[config.mk]
export PLATFORM = sky130hd
export DESIGN_NAME = dcache_refill_ctrl
export DESIGN_NICKNAME = d
export VERILOG_FILES = /design/src/rtl/dcache_refill_ctrl_pkg.sv /design/src/rtl/dcache_refill_ctrl.sv
export SDC_FILE = /design/constraint.sdc
export NUM_CORES = 2
export LEC_CHECK = 0
export CORE_AREA = 2 2 266 268
export DETAILED_ROUTE_END_ITERATION = 8
export DIE_AREA = 0 0 268 270
export PLACE_DENSITY = 0.75
export SLEW_MARGIN = 15
export SYNTH_ARGS = -nofsm -noshare
export SYNTH_HDL_FRONTEND = slang
export SYNTH_SLANG_ARGS = --single-unit
[constraint.sdc]
create_clock -name clk -period 2.9 [get_ports clk]
set_clock_uncertainty 0.15 [all_clocks]
set_input_delay 0.725 -clock clk [delete_from_list [all_inputs] [get_ports clk]]
set_output_delay 0.725 -clock clk [all_outputs]
set_load 0.03 [all_outputs]
[src/rtl/dcache_refill_ctrl_pkg.sv]
// Shared definitions for the data-cache refill controller: default geometry,
// beat-counter sizing and the refill FSM state encodings.
package dcache_refill_ctrl_pkg;

  localparam int WORD_SIZE        = 32;   // byte-address width
  localparam int BLOCK_SIZE       = 256;  // cache line width in bits
  localparam int CACHE_OFFSET_LEN = 5;    // byte offset bits within a line
  localparam int BLOCK_WORDS      = 8;    // memory beats per line
  localparam int BEAT_CNT_LEN     = 3;    // log2(BLOCK_WORDS)

  typedef enum logic [2:0] {
    REFILL_IDLE  = 3'd0,
    REFILL_WB    = 3'd1,
    REFILL_RD    = 3'd2,
    REFILL_DRAIN = 3'd3,
    REFILL_RESP  = 3'd4
  } refill_state_e;

endpackage

[src/rtl/dcache_refill_ctrl.sv]
// Refill controller: turns one cache miss (optional dirty writeback plus
// optional line fill) into word-wide memory beats and returns the filled line.
// Word 0 of a line sits in the MSBs; beat k targets {line_addr, k, 2'b00}.
module dcache_refill_ctrl
  import dcache_refill_ctrl_pkg::*;
#(
  parameter int ADDR_W = WORD_SIZE,
  parameter int WORD_W = 32,
  parameter int LINE_W = BLOCK_SIZE,
  parameter int BEATS  = BLOCK_WORDS
) (
  input  logic              clk,
  input  logic              rst,
  input  logic              req_valid,
  output logic              req_ready,
  input  logic              req_evict,
  input  logic              req_fill,
  input  logic [ADDR_W-1:0] req_evict_addr,
  input  logic [LINE_W-1:0] req_evict_data,
  input  logic [ADDR_W-1:0] req_fill_addr,
  output logic              resp_valid,
  output logic [LINE_W-1:0] resp_data,
  output logic              mem_en,
  output logic              mem_we,
  output logic [ADDR_W-1:0] mem_addr,
  output logic [WORD_W-1:0] mem_wdata,
  input  logic [WORD_W-1:0] mem_rdata
);

  localparam int CNT_W  = $clog2(BEATS);
  localparam int BYTE_W = $clog2(WORD_W / 8);
  localparam int OFF_W  = CNT_W + BYTE_W;
  localparam int LN_W   = ADDR_W - OFF_W;
  localparam logic [CNT_W-1:0] LAST = CNT_W'(BEATS - 1);

  // Element BEATS-1 is word 0 (MSBs), element 0 is the last word.
  typedef logic [BEATS-1:0][WORD_W-1:0] line_t;

  refill_state_e    state;
  logic [CNT_W-1:0] cnt;
  logic [CNT_W-1:0] cnt_nxt;
  logic             fill_q;
  logic [LN_W-1:0]  ev_ln_q;
  logic [LN_W-1:0]  fl_ln_q;
  line_t            ev_line_q;
  line_t            stage_q;
  line_t            resp_q;
  line_t            req_line;
  logic             cap_vld;      // a read beat was issued last cycle
  logic [CNT_W-1:0] cap_idx;      // which word that beat carries

  // Byte offset bits of the request addresses are intentionally dropped.
  logic unused_offset_bits;
  assign unused_offset_bits = ^{req_evict_addr[OFF_W-1:0], req_fill_addr[OFF_W-1:0]};

  assign req_line  = req_evict_data;
  assign req_ready = (state == REFILL_IDLE);
  assign resp_data = resp_q;
  assign cnt_nxt   = cnt + CNT_W'(1);

  function automatic logic [ADDR_W-1:0] beat_addr(input logic [LN_W-1:0] ln,
                                                  input logic [CNT_W-1:0] k);
    return {ln, k, {BYTE_W{1'b0}}};
  endfunction

  // Miss sequencing: accept, write back victim beats, issue read beats,
  // drain the last read, then pulse the response.
  always_ff @(posedge clk) begin
    if (rst) begin
      state      <= REFILL_IDLE;
      cnt        <= '0;
      fill_q     <= 1'b0;
      ev_ln_q    <= '0;
      fl_ln_q    <= '0;
      ev_line_q  <= '0;
      resp_q     <= '0;
      resp_valid <= 1'b0;
      mem_en     <= 1'b0;
      mem_we     <= 1'b0;
      mem_addr   <= '0;
      mem_wdata  <= '0;
      cap_vld    <= 1'b0;
      cap_idx    <= '0;
    end else begin
      resp_valid <= 1'b0;
      cap_vld    <= 1'b0;
      unique case (state)
        REFILL_IDLE: begin
          if (req_valid) begin
            cnt       <= '0;
            fill_q    <= req_fill;
            ev_ln_q   <= req_evict_addr[ADDR_W-1:OFF_W];
            fl_ln_q   <= req_fill_addr[ADDR_W-1:OFF_W];
            ev_line_q <= req_line;
            if (req_evict) begin
              state     <= REFILL_WB;
              mem_en    <= 1'b1;
              mem_we    <= 1'b1;
              mem_addr  <= beat_addr(req_evict_addr[ADDR_W-1:OFF_W], '0);
              mem_wdata <= req_line[BEATS-1];
            end else if (req_fill) begin
              state    <= REFILL_RD;
              mem_en   <= 1'b1;
              mem_we   <= 1'b0;
              mem_addr <= beat_addr(req_fill_addr[ADDR_W-1:OFF_W], '0);
            end else begin
              state      <= REFILL_RESP;
              resp_valid <= 1'b1;
            end
          end
        end
        REFILL_WB: begin
          if (cnt == LAST) begin
            mem_we <= 1'b0;
            if (fill_q) begin
              state    <= REFILL_RD;
              cnt      <= '0;
              mem_addr <= beat_addr(fl_ln_q, '0);
            end else begin
              state      <= REFILL_RESP;
              mem_en     <= 1'b0;
              resp_valid <= 1'b1;
            end
          end else begin
            cnt       <= cnt_nxt;
            mem_addr  <= beat_addr(ev_ln_q, cnt_nxt);
            mem_wdata <= ev_line_q[LAST - cnt_nxt];
          end
        end
        REFILL_RD: begin
          cap_vld <= 1'b1;
          cap_idx <= cnt;
          if (cnt == LAST) begin
            state  <= REFILL_DRAIN;
            mem_en <= 1'b0;
          end else begin
            cnt      <= cnt_nxt;
            mem_addr <= beat_addr(fl_ln_q, cnt_nxt);
          end
        end
        REFILL_DRAIN: begin
          // Last word arrives this cycle; publish the line directly.
          resp_q     <= {stage_q[BEATS-1:1], mem_rdata};
          resp_valid <= 1'b1;
          state      <= REFILL_RESP;
        end
        REFILL_RESP: begin
          state <= REFILL_IDLE;
        end
        default: state <= REFILL_IDLE;
      endcase
    end
  end

  // Line assembly: each read word lands one cycle after its beat was issued.
  always_ff @(posedge clk) begin
    if (rst) begin
      stage_q <= '0;
    end else if (cap_vld) begin
      stage_q[LAST - cap_idx] <= mem_rdata;
    end
  end

endmodule

==> impl_metrics.ini <==
[outcome]
status = finished, final reports clean

[floorplan]
core_um2 = 69540
fp.dieH_um = 270
die_x_um = 268
io_pins = 681
design.die.area_um2 = 72360
start_util = 0.4774
rows = 97

[power]
p_comb_frac = 0.145
swShare = 0.2677
internal-power_mw = 21.34
cellPowerDensity_nw_per_um2 = 664.1
power_switching_mw = 7.801
seqPwrFrac = 0.438
clockPowerShare = 0.417
p_leak_nw = 15.05
ir_worst_vdd_mv = 0.4408

[layout]
drive_gt1_frac = 0.06886
final_util = 0.6309
fin_nets = 5048
syn_to_final_growth_pct = 32.16
fill_cells = 5975

[synth]
synth_edf_count = 0
ys.flop_type = dfxtp_1
synth_cell_types = 50
async_flop_share = 0
synth_commonest_cells = 1624 x nand2_1, 866 x dfxtp_1, 805 x a21oi_1, 203 x clkbuf_1, 158 x mux2i_1
synth_top_area_frac = 0.5222
synth.largest_area_cell = dfxtp_1
ys_seq_area_frac = 0.5222
synthMostInstantiatedCell = nand2_1
syn_inst = 4174
netlist_area_um2 = 33200
synth_warnings = 0
ys_ff_latch = 866
synthTopCellsByArea = dfxtp_1 52%, nand2_1 18%, a21oi_1 12%
synth.avg_cell_area_um2 = 7.954

[critical_path]
worst-path-buf-inv = 1
slowest_delay_ps = 780
cp_top_family = buffers and inverters
worst_setup_path_end_kind = output port
path_cells = clkdlybuf4s50_1
critPathKind = reg2out
cp_data_arrival_time_ps = 1820
timing.rr.start = cnt[0]
critPathSlowestCell = clkdlybuf4s50_1
worstPathRequired_ps = 2030
worst_setup_path_start_kind = flip-flop
crit_start = mem_wdata[11]
path_max_fanout = 2

[global_routing]
grt_max_degree = 133
track_usage = 0.3022
grt_pass1_vias = 28904
grt_overflow = 0
grt_first_pass_wirelength_mm = 169.5
antenna_found_initial = 25

[drt]
drtPass1Iterations = 6
drc = 0
vias = 31059
wl_mm = 112.6
via_per_inst = 5.428
drt-wirelength-per-cell_um = 19.69
drt-initial-drc-count = 3045
ant_nets = 0

[timing]
hold_viol_final = 0
fin_setup_tns_ps = 0
relSlewSlack = 0.4235
setup_viol = 0
drv_slew = 0
rsz0062_at_grt = false
holdWs_ps = 295.4
setup_slack_ps = 209.0
layout_min_cycle_time_ps = 2691
tightestPinTransition_ps = 862.1
finalCritPeriodShare = 0.9279
max_freq_ghz = 0.3716

[clocking]
cts_buffers = 89
cts_resized = 1
max-clock-path-buffers = 3
cts.htree.levels = 3
clock_latency_ps = 630
cts_tree = done
clkTransAtPathRegs_ps = 60
cts_hold_buf = 0
cts.sinks = 866
clock-root-buffer = clkbuf_16
cts_setup_buffers = 0

[min_path]
min_path_type = reg2reg
hold_start = stage_q[230]

[place]
place_hpwl_mm = 75.85
place_ws_ps = 207.7
gp_congestion = 0.8785
numPortBuffers = 668

[run]
max-cap-violations = 0
cell type report:
class	instances	area, µm²	share of cell area
clock inverter	37	500.5	0.01141
clock buffer	129	2630	0.05994
antenna	19	47.55	0.001084
tap	940	1176	0.02681
sequential	866	17340	0.3951
multi-input combinational	2938	14190	0.3234
inverter	4	15.01	0.0003422
timing repair buffer	789	7981	0.1819
cells in the final DEF, fill, tap and decap left out, types with 7 or more instances in the layout:
cell type | synthesis | final
nand2_1 | 1624 | 1623
dfxtp_1 | 866 | 866
a21oi_1 | 805 | 805
clkdlybuf4s50_1 | 0 | 665
mux2i_1 | 158 | 158
nor2_1 | 102 | 96
clkbuf_16 | 0 | 91
buf_4 | 63 | 90
a22oi_1 | 64 | 64
nand3_1 | 39 | 38
buf_12 | 0 | 31
a311oi_2 | 28 | 28
a221oi_1 | 28 | 28
a211oi_1 | 26 | 26
clkbuf_8 | 0 | 21
clkinv_2 | 0 | 20
diode_2 | 0 | 19
clkbuf_1 | 203 | 17
bufinv_16 | 0 | 10
nor2b_1 | 8 | 7
nand2b_1 | 7 | 7
power groups by stage:
stage,Clock [mW],Sequential (mW),Combinational (mW)
2_1_floorplan,0,13.2,2.15
4_1_cts,12.3,12.8,4.21
3_3_place_gp,0,13.0,4.15
3_5_place_dp,0,13.0,4.19
5_1_grt,12.8,12.8,4.55
6_report,12.1,12.8,4.23
per-layer routing:
metal	global-route usage	routed length, µm	vias up
met3	0.06647	9911	292
met1	0.3855	44890	14692
li1	-	-	14773
met2	0.4742	51390	1290
met5	0	84	-
met4	0.1663	6359	12
state kept, by name, indices dropped and copies added, names as in the netlist:
signal,flops
cap_vld,1
state,3
mem_addr,30
mem_we,1
fill_q,1
cnt,3
mem_wdata,32
mem_en,1
resp_valid,1
cap_idx,3
resp_data,256
stage_q,224
ev_ln_q,27
ev_line_q,256
fl_ln_q,27
kinds of logic (layout without fill, tap and decap cells):
group,count (synthesis),count (layout),share of synthesized area
simple gates,1802,1802,0.2088
mux,159,159,0.04809
fa+ha+maj,3,3,0.001131
buf+inv,371,959,0.05291
compound gates,972,972,0.1668
other cells,1,21,0.0001130
flops,866,866,0.5222
stage by stage:
| step | total power [mW] | instance area (µm²) | std cells |
|---|---|---|---|
| after floorplan | 15.38 | 33200 | 4175 |
| final | 29.14 | 43880 | 5722 |
| after detailed placement | 17.21 | 40700 | 5537 |
| after global routing | 30.12 | 43870 | 5719 |
| after global placement | 17.15 | 40700 | 5537 |
| after CTS | 29.23 | 43830 | 5703 |
path summary, 6_finish.rpt:
| check | endpoint | slack (ps) | depth (start not counted) |
|---|---|---|---|
| setup reg to reg | mem_wdata[22] | 340 | 6 |
| hold / removal | resp_data[230] | 300 | 2 |
| setup / recovery | mem_wdata[11] | 210 | 1 |
| hold reg to reg | resp_data[230] | 300 | 2 |
Note: power is estimated with default switching activity, not from simulation.
